## config.mk

```make
export PLATFORM = sky130hd
export DESIGN_NAME = bcd_to_binary_seq
export DESIGN_NICKNAME = d
export VERILOG_FILES = /design/src/rtl/bcd_to_binary_seq.sv
export SDC_FILE = /design/constraint.sdc
export NUM_CORES = 1
export LEC_CHECK = 0
export BUFFER_PORTS_ARGS = -buffer_cell sky130_fd_sc_hd__buf_2
export CORE_MARGIN = 4
export CORE_UTILIZATION = 45
export DETAILED_ROUTE_END_ITERATION = 12
export GPL_TIMING_DRIVEN = 0
export HOLD_SLACK_MARGIN = 0.1
export PLACE_DENSITY_LB_ADDON = 0.05
export SLEW_MARGIN = 20
export SYNTH_ARGS = -nofsm -noshare
export SYNTH_HDL_FRONTEND = slang
export SYNTH_SLANG_ARGS = --single-unit
```

## constraint.sdc

```tcl
create_clock -name clk -period 2.1 [get_ports clk]
set_clock_uncertainty 0.15 [all_clocks]
set_input_delay 0.42 -clock clk [delete_from_list [all_inputs] [get_ports clk]]
set_output_delay 0.42 -clock clk [all_outputs]
set_load 0.02 [all_outputs]
```

## src/rtl/bcd_to_binary_seq.sv

```systemverilog
// bcd_to_binary_seq: sequential packed-BCD to unsigned binary converter.
// Reverse double dabble: one right-shift-and-correct step per clock, BIN_W steps per conversion.
//
// Ports:
//   clk    - system clock, rising edge
//   rst_n  - asynchronous active-low reset
//   start  - conversion request, sampled only while idle
//   bcd    - packed BCD input, digit 0 (ones) in bits [3:0]
//   bin    - registered result, held between conversions
//   busy   - high while a conversion is in progress
//   done   - one-cycle pulse when bin/err are updated
//   err    - last accepted request had a digit > 9; sticky until the next accepted start
module bcd_to_binary_seq #(
  parameter int unsigned DIGITS = 3,
  parameter int unsigned BIN_W  = 10
) (
  input  logic                  clk,
  input  logic                  rst_n,
  input  logic                  start,
  input  logic [4*DIGITS-1:0]   bcd,
  output logic [BIN_W-1:0]      bin,
  output logic                  busy,
  output logic                  done,
  output logic                  err
);

  localparam int unsigned BcdW = 4 * DIGITS;
  localparam int unsigned CntW = $clog2(BIN_W + 1);
  localparam logic [CntW-1:0] LastStep = CntW'(BIN_W - 1);

  typedef enum logic [0:0] {StIdle, StConv} state_e;

  state_e            state_q, state_d;
  logic [CntW-1:0]   cnt_q, cnt_d;
  logic [BcdW-1:0]   sbcd_q, sbcd_d;
  logic [BIN_W-1:0]  sbin_q, sbin_d;
  logic [BIN_W-1:0]  bin_q, bin_d;
  logic              busy_q, busy_d;
  logic              done_q, done_d;
  logic              err_q, err_d;

  logic [BcdW-1:0]   shift_bcd;
  logic [BIN_W-1:0]  shift_bin;
  logic [BcdW-1:0]   corr_bcd;
  logic              bad_digit;

  // One step: shift the concatenated register right, then pull every digit >= 8 back by 3.
  always_comb begin
    {shift_bcd, shift_bin} = {1'b0, sbcd_q, sbin_q[BIN_W-1:1]};
    corr_bcd = shift_bcd;
    for (int i = 0; i < DIGITS; i++) begin
      if (shift_bcd[4*i +: 4] >= 4'd8) begin
        corr_bcd[4*i +: 4] = shift_bcd[4*i +: 4] - 4'd3;
      end
    end
  end

  always_comb begin
    bad_digit = 1'b0;
    for (int i = 0; i < DIGITS; i++) begin
      if (bcd[4*i +: 4] > 4'd9) begin
        bad_digit = 1'b1;
      end
    end
  end

  always_comb begin
    state_d = state_q;
    cnt_d   = cnt_q;
    sbcd_d  = sbcd_q;
    sbin_d  = sbin_q;
    bin_d   = bin_q;
    busy_d  = busy_q;
    done_d  = 1'b0;
    err_d   = err_q;
    unique case (state_q)
      StIdle: begin
        if (start) begin
          if (bad_digit) begin
            // Rejected request: report and stay idle, bin untouched.
            err_d  = 1'b1;
            done_d = 1'b1;
          end else begin
            sbcd_d  = bcd;
            sbin_d  = '0;
            cnt_d   = '0;
            err_d   = 1'b0;
            busy_d  = 1'b1;
            state_d = StConv;
          end
        end
      end
      StConv: begin
        sbcd_d = corr_bcd;
        sbin_d = shift_bin;
        cnt_d  = cnt_q + 1'b1;
        if (cnt_q == LastStep) begin
          bin_d   = shift_bin;
          done_d  = 1'b1;
          busy_d  = 1'b0;
          state_d = StIdle;
        end
      end
      default: state_d = StIdle;
    endcase
  end

  always_ff @(posedge clk or negedge rst_n) begin
    if (!rst_n) begin
      state_q <= StIdle;
      cnt_q   <= '0;
      sbcd_q  <= '0;
      sbin_q  <= '0;
      bin_q   <= '0;
      busy_q  <= 1'b0;
      done_q  <= 1'b0;
      err_q   <= 1'b0;
    end else begin
      state_q <= state_d;
      cnt_q   <= cnt_d;
      sbcd_q  <= sbcd_d;
      sbin_q  <= sbin_d;
      bin_q   <= bin_d;
      busy_q  <= busy_d;
      done_q  <= done_d;
      err_q   <= err_d;
    end
  end

  assign bin  = bin_q;
  assign busy = busy_q;
  assign done = done_q;
  assign err  = err_q;

endmodule

```

# After elaboration in Yosys (flattened, before gate mapping)

Index checks and enable logic that the tools add are counted.

Register bits: 40
Bits of input ports: 15
Output and inout bits: 13

$add $sub $neg: 3
Magnitude comparators: 5
Equal/unequal tests: 4
Muxes and demuxes: 26
Bitwise logic cells: 1
Reduce and logical (&&, ||, !) cells: 4

Operators with widths:

| kind                  | number |
|---|---|
| $mux W12              | 2 |
| $pmux W12 S2          | 1 |
| $mux W10              | 2 |
| $pmux W10 S2          | 1 |
| $mux W4               | 4 |
| $gt A4 B4 Y1 const B  | 3 |
| $mux W1               | 12 |
| $ge A4 B4 Y1 const B  | 2 |
| $pmux W4 S2           | 1 |
| $sub A4 B2 Y4 const B | 2 |
| $pmux W1 S2           | 3 |
| $reduce_and A2 Y1     | 3 |
| $add A4 B1 Y4 const B | 1 |
| $eq A4 B4 Y1 const B  | 1 |
| $ne A2 B2 Y1 const B  | 2 |
| $reduce_and A3 Y1     | 1 |
| $ne A2 B1 Y1 const B  | 1 |
| $not A1 Y1            | 1 |

# Logic depth before layout (Yosys ltp)

Gate-level depths: netlist (run 1).

Word-level depth: 7
Gate-level depth with buffers: 5

# Worst setup path after synthesis (run 1)

No wires, ideal clock.

Kind: input port to flip-flop
From: input bcd[2]
To: register cnt_q[1]
Setup time: 0.134 ns
Arrival: 1.302 ns
Data required time: 1.816 ns
Path slack: 0.513 ns
Stages on the path: 4
Path buffers: 1
Cell sequence: o21a_4 nor4_4 buf_6 o22ai_1

Cells in the longest elaborated chain, start to end: 6

Ends and longest elaborated chain:

| what                               | RTL line | text |
|---|---|---|
| start: declaration                 | 20       | `input logic [4*DIGITS-1:0] bcd,` |
| $gt A4 B4 Y1                       | 61       | `if (bcd[4*i +: 4] > 4'd9) begin` |
| $mux W1 (3 in a row)               | 61       |  |
| $ne A2 B2 Y1 (no source line)      | n/a      |  |
| $reduce_and A2 Y1 (no source line) | n/a      |  |
| end signal: assignment             | 120      | `cnt_q <= cnt_d;` |
| end: declaration                   | 34       | `logic [CntW-1:0] cnt_q, cnt_d;` |

No other way between the ends.
A chain may end at the register's enable or synchronous reset.

# Final worst setup path (run 1)

From: register cnt_q[0]
To: register bin_q[3] (netlist: bin[3])

Cells in the longest elaborated chain, start to end: 2

Ends and longest elaborated chain:

| what                               | RTL line | text |
|---|---|---|
| $eq A4 B4 Y1                       | 97       | `if (cnt_q == LastStep) begin` |
| $reduce_and A2 Y1 (no source line) | n/a      |  |
| end signal: assignment             | 123      | `bin_q <= bin_d;` |
| end: declaration                   | 37       | `logic [BIN_W-1:0] bin_q, bin_d;` |

No other way between the ends.

==> reports/summary.txt, run 1 <==
Vias post-DR = 1549
Number of port buffers = 27
Gate Count Post-Synth = 187
Largest net degree at the start of global routing = 40
Period utilisation layout = 85.1%
Worst-path fanout max = 10
Setup TNS = 0 ns
H-tree levels = 2
Post-synthesis xor/xnor area fraction = 2.61%
Post-route ant nets = 0
Cell Rows = 24
Post-synth EDFFs = 0
Vias in the first global route = 1566
Yosys cell types = 40
Sequential Area = 976 um^2
Drt first pass iters = 4
Starting Density = 46.2%
FF+latch count, synth = 39
Post-route DRC = 0
Max_slew headroom = 44.0%
PD cells = 1400 mW/mm^2
CP arrival = 1.81 ns
Setup bufs post-CTS = 0
Hold Violations, Final = 0
Final non-filler cell area = 0.00230 mm^2
CTS hold repair buffers = 0
Dpl hpwl = 3240 um
Layout area overhead = 14.3%
Antenna Cells = 0
CP cell instances = ha_1 -> nand4b_1 -> buf_2 -> mux2_2
Async S/R FF share, synth = 100%
Number of clock sinks = 39
Vias per cell = 5.67
Setup crit end kind = flop
Pleak = 1.05 nW
Tmin final = 1.79 ns
Worst-path clk slew = 0.07 ns
CTS Buf Count = 5
Global-route usage over all layers = 18.1%
DP Area = 0.00221 mm^2
Worst skew pair latency = 0.29 ns
Compound-Gate Fraction of Synth Area = 19.5%
Final setup violation count = 0
Gpl congestion = 0.807
CP required = 2.12 ns
Most frequent cells in the layout = dfrtp_1 (39), buf_2 (29), nand2_1 (28)
CTS tree = yes
Unrepaired setup endpoints after global routing = false
Worst hold slack = 0.0805 ns
Fmax = 560 MHz
Post-synthesis mux area share = 6.60%
Clock buffer depth = 2
PostCTS Resize Cnt = 0
Hold WC Path Type = primary input to asynchronous set/reset pin
Largest family of logic cells by synthesized area = compound AO/OA/AOI/OAI gates
Syn avg cell area = 10.8 um^2
Syn_nets = 208
Seq/Total Area, Yosys = 48.5%
Layout cell share with drive strength beyond 1 = 25.8%
Kind of critical path = flop to flop
Initial drt markers = 71
Core Footprint = 0.00435 mm^2
CP max-delay cell = dfrtp_1
Ys Warns = 0
WL final = 4530 um
DIE HEIGHT = 74.8 um
CP peak stage delay = 0.43 ns
Multi-input gate area = 931 um^2
Synth Flop Type = dfrtp_1
DR WL/cell = 16.6 um
Final net count = 242
Fillers = 408
CTS root buffer = clkbuf_8
Peak supply drop = 0.538 mV
Area of the mapped netlist = 0.00201 mm^2
Number of max-cap violations = 0
Adder-Cell Fraction of Synth Area = 3.73%
Simple-gate area share of the yosys netlist = 13.8%
Final core occ = 52.8%
Worst Tran Pin Value = 0.840 ns
First-pass GRT wire length = 7620 um
Setup crit start kind = flop
Width of the die = 74.8 um
Run status = complete, no violations
Max-slew violation count = 0
Total congestion overflow = 0
Most common cell after layout, fill and taps aside = dfrtp_1
Die area = 0.00560 mm^2
Initial antenna violation count = 0
Ports = 28
-- registers in the layout, summed over array words and instances, names as in the netlist --
name and cells:
bin 10, busy 1, cnt_q 4, done 1
err 1, sbcd_q 12, sbin_q 9, state_q 1
-- through the flow --
stage,worst slack [ns],instances,total power [mW]
floorplan,0.513,187,2.31
global placement,0.185,266,2.68
detailed placement,0.163,266,2.73
CTS,0.313,273,3.25
global route,0.164,273,3.48
finish,0.314,273,3.21
-- final timing paths --
kind,cells after the start,startpoint,slack [ns],end
worst max-delay path,4,cnt_q[0],0.31,bin[3]
worst min-delay path,1,rst_n,0.08,busy
worst max register to register,4,cnt_q[0],0.31,bin[3]
worst min register to register,1,busy,0.34,busy
max in group asynchronous,1,rst_n,1.19,sbin_q[9]
min in group clk,2,bcd[0],0.21,sbcd_q[0]
-- cells in the mapped netlist, drive strengths merged (3+ instances only) --
| library cell | number | area (um^2) |
|---|---|---|
| a21oi | 3 | 15.0 |
| a41oi | 3 | 26.3 |
| buf | 5 | 43.8 |
| clkbuf | 6 | 22.5 |
| dfrtp | 39 | 976 |
| ha | 6 | 75.1 |
| inv | 10 | 37.5 |
| mux2 | 10 | 113 |
| nand2 | 28 | 105 |
| nand4 | 4 | 25.0 |
| nor2 | 6 | 22.5 |
| nor2b | 4 | 25.0 |
| o21a | 5 | 47.5 |
| o21ai | 14 | 70.1 |
| o41a | 4 | 45.0 |
| o41ai | 6 | 52.6 |
| xnor2 | 4 | 35.0 |
-- layer usage --
| metal | track usage (%) | vias up | part of all wire [%] |
|---|---|---|---|
| met1 | 22.6 | 756 | 45 |
| li1 | - | 742 | - |
| met2 | 30.7 | 44 | 48 |
| met5 | 0 | - | 0 |
| met4 | 6.52 | 0 | 1.3 |
| met3 | 4.01 | 7 | 6.0 |
-- final cells by class --
type,instances,share of cell area (%)
tap,52,2.83
multi-input combinational,127,40.5
buffer,11,2.89
clock inverter,1,0.218
inverter,10,1.63
clock buffer,6,3.59
timing repair buffer,27,5.88
sequential,39,42.5
-- where the power goes --
part           internal, mW  switching, mW
clock network         0.258          0.252
logic                 0.610          0.757
registers              1.08          0.262
total                  1.94           1.27
-- worst max-delay path: cells and delay by family, from the launching register on --
family / cells / cell delay [ns]
simple gates: 1 / 0.20
buf+inv: 1 / 0.31
mux: 1 / 0.37
fa+ha+maj: 1 / 0.21
flops: 1 / 0.43
-- cell families after synthesis --
group	after synthesis
flops	39
buf+inv	21
compound gates	51
fa+ha+maj	6
simple gates	52
xor+xnor	6
mux	12
Power figures use the tool's default switching activity.
==> inputs of run 2 (changes only) <==
Settings changed: HOLD_SLACK_MARGIN 0.1 to default.
Clock period 2.1 ns to 1.75 ns, I/O delays scaled along.
==> run 2 against run 1 <==
  * Clock power up 20%
  * Via count up 1.1%
  * Sequential share of layout area down 0.18 points
  * Critical path depth unchanged
  * Register-to-register slack worse by 0.24 ns
  * Largest cell class unchanged
  * Largest power group unchanged
==> reports/summary.txt, run 2 (synthesis gave the netlist of run 1 again) <==
Die area = 0.00560 mm^2
Setup TNS = 0 ns
Most frequent cells in the layout = dfrtp_1 (39), buf_2 (28), nand2_1 (28)
Width of the die = 74.8 um
Period utilisation layout = 95.8%
Cell Rows = 24
Pleak = 1.06 nW
PnR worst setup slack = 0.0743 ns
Peak supply drop = 0.650 mV
Layout area overhead = 14.8%
Fmax = 597 MHz
Worst-path fanout max = 10
Setup bufs post-CTS = 0
Dpl cells = 266
Kind of critical path = flop to flop
Most common cell after layout, fill and taps aside = dfrtp_1
CTS tree = yes
Vias post-DR = 1566
Number of clock sinks = 39
Number of max-cap violations = 0
WL final = 4540 um
Max-slew violation count = 0
Max reg flops = 12
Hold Violations, Final = 0
Setup crit end kind = flop
Total congestion overflow = 0
Run status = complete, no violations
Post-route insts no fill = 273
Ports = 28
CTS root buffer = clkbuf_8
Global-route usage over all layers = 18.1%
Drt first pass iters = 4
CP peak stage delay = 0.43 ns
Vias per cell = 5.74
Clock buffer depth = 2
Setup slack, reg-to-reg = 0.07 ns
Antenna Cells = 0
Initial antenna violation count = 0
CP arrival = 1.70 ns
DP Area = 0.00221 mm^2
Gpl congestion = 0.807
Reg with most FFs = sbcd_q
CTS Buf Count = 5
Worst skew pair latency = 0.29 ns
Dpl hpwl = 3240 um
Initial drt markers = 80
Tmin final = 1.68 ns
Worst Tran Pin Value = 0.848 ns
CP required = 1.77 ns
Core Footprint = 0.00435 mm^2
Max_slew headroom = 43.5%
Layout cell share with drive strength beyond 1 = 27.1%
DIE HEIGHT = 74.8 um
Setup WS pre-CTS = -0.117 ns
Fillers = 411
Number of port buffers = 27
DR WL/cell = 16.6 um
Final non-filler cell area = 0.00231 mm^2
CTS hold repair buffers = 0
H-tree levels = 2
PD cells = 1680 mW/mm^2
Setup crit start kind = flop
Post-route ant nets = 0
Hold WC Path Type = primary input to asynchronous set/reset pin
Worst-path clk slew = 0.07 ns
CP cell instances = ha_1 -> nand4b_1 -> buf_6 -> mux2_2
Unrepaired setup endpoints after global routing = false
Largest net degree at the start of global routing = 40
CP max-delay cell = dfrtp_1
Starting Density = 46.2%
First-pass GRT wire length = 7620 um
Final setup violation count = 0
Vias in the first global route = 1566
Post-route DRC = 0
Final net count = 242
run 2: final cells by class:
| class | instances | area [um^2] | area share [%] |
|---|---|---|---|
| clock buffer | 6 | 82.6 | 3.58 |
| clock inverter | 1 | 5.00 | 0.217 |
| timing repair buffer | 27 | 135 | 5.85 |
| buffer | 11 | 76.3 | 3.31 |
| tap | 52 | 65.1 | 2.82 |
| sequential | 39 | 976 | 42.3 |
| inverter | 10 | 37.5 | 1.63 |
| multi-input combinational | 127 | 931 | 40.3 |
run 2: where the power goes:
part | internal [mW] | switching, mW
clock network | 0.309 | 0.301
registers | 1.29 | 0.316
logic | 0.745 | 0.912
total | 2.35 | 1.53
run 2: final timing paths:
check / startpoint / endpoint / cells past startpoint
max: cnt_q[0] / bin[3] / 4
min: rst_n / done / 1
max reg2reg: cnt_q[0] / bin[3] / 4
min reg2reg: busy / busy / 1
max in group asynchronous: rst_n / sbin_q[9] / 1
min in group clk: bcd[0] / sbcd_q[0] / 2
run 2: through the flow:
step	power, mW	utilization, %	hold slack, ns
after floorplan	2.77	-	-0.0956
after global placement	3.21	50.8	0.320
after detailed placement	3.27	50.8	0.325
after CTS	3.91	52.9	0.0516
after global routing	4.19	53.0	0.0909
final	3.87	53.0	0.0142
run 2: metal layers:
layer  global-route usage (%)  share of wire [%]  up-vias  wire length (um)
met5                        0                  0        -                 0
met3                     4.01                5.8        7               261
li1                         -                  -      742                 -
met1                     22.6                 45      776              2040
met4                     6.52                1.3        0                59
met2                     30.7                 48       41              2180
run 2: critical path, delay by kind of cell (launching register included):
kind | cells | cell delay, ns
flops | 1 | 0.43
fa+ha+maj | 1 | 0.21
buf+inv | 1 | 0.21
mux | 1 | 0.34
simple gates | 1 | 0.22
run 2: timing repair:
item | in CTS | in global routing
endpoints found under the setup margin | 8 | 6
endpoints found under the hold margin | 0 | 0
resized for setup | 2 | 5
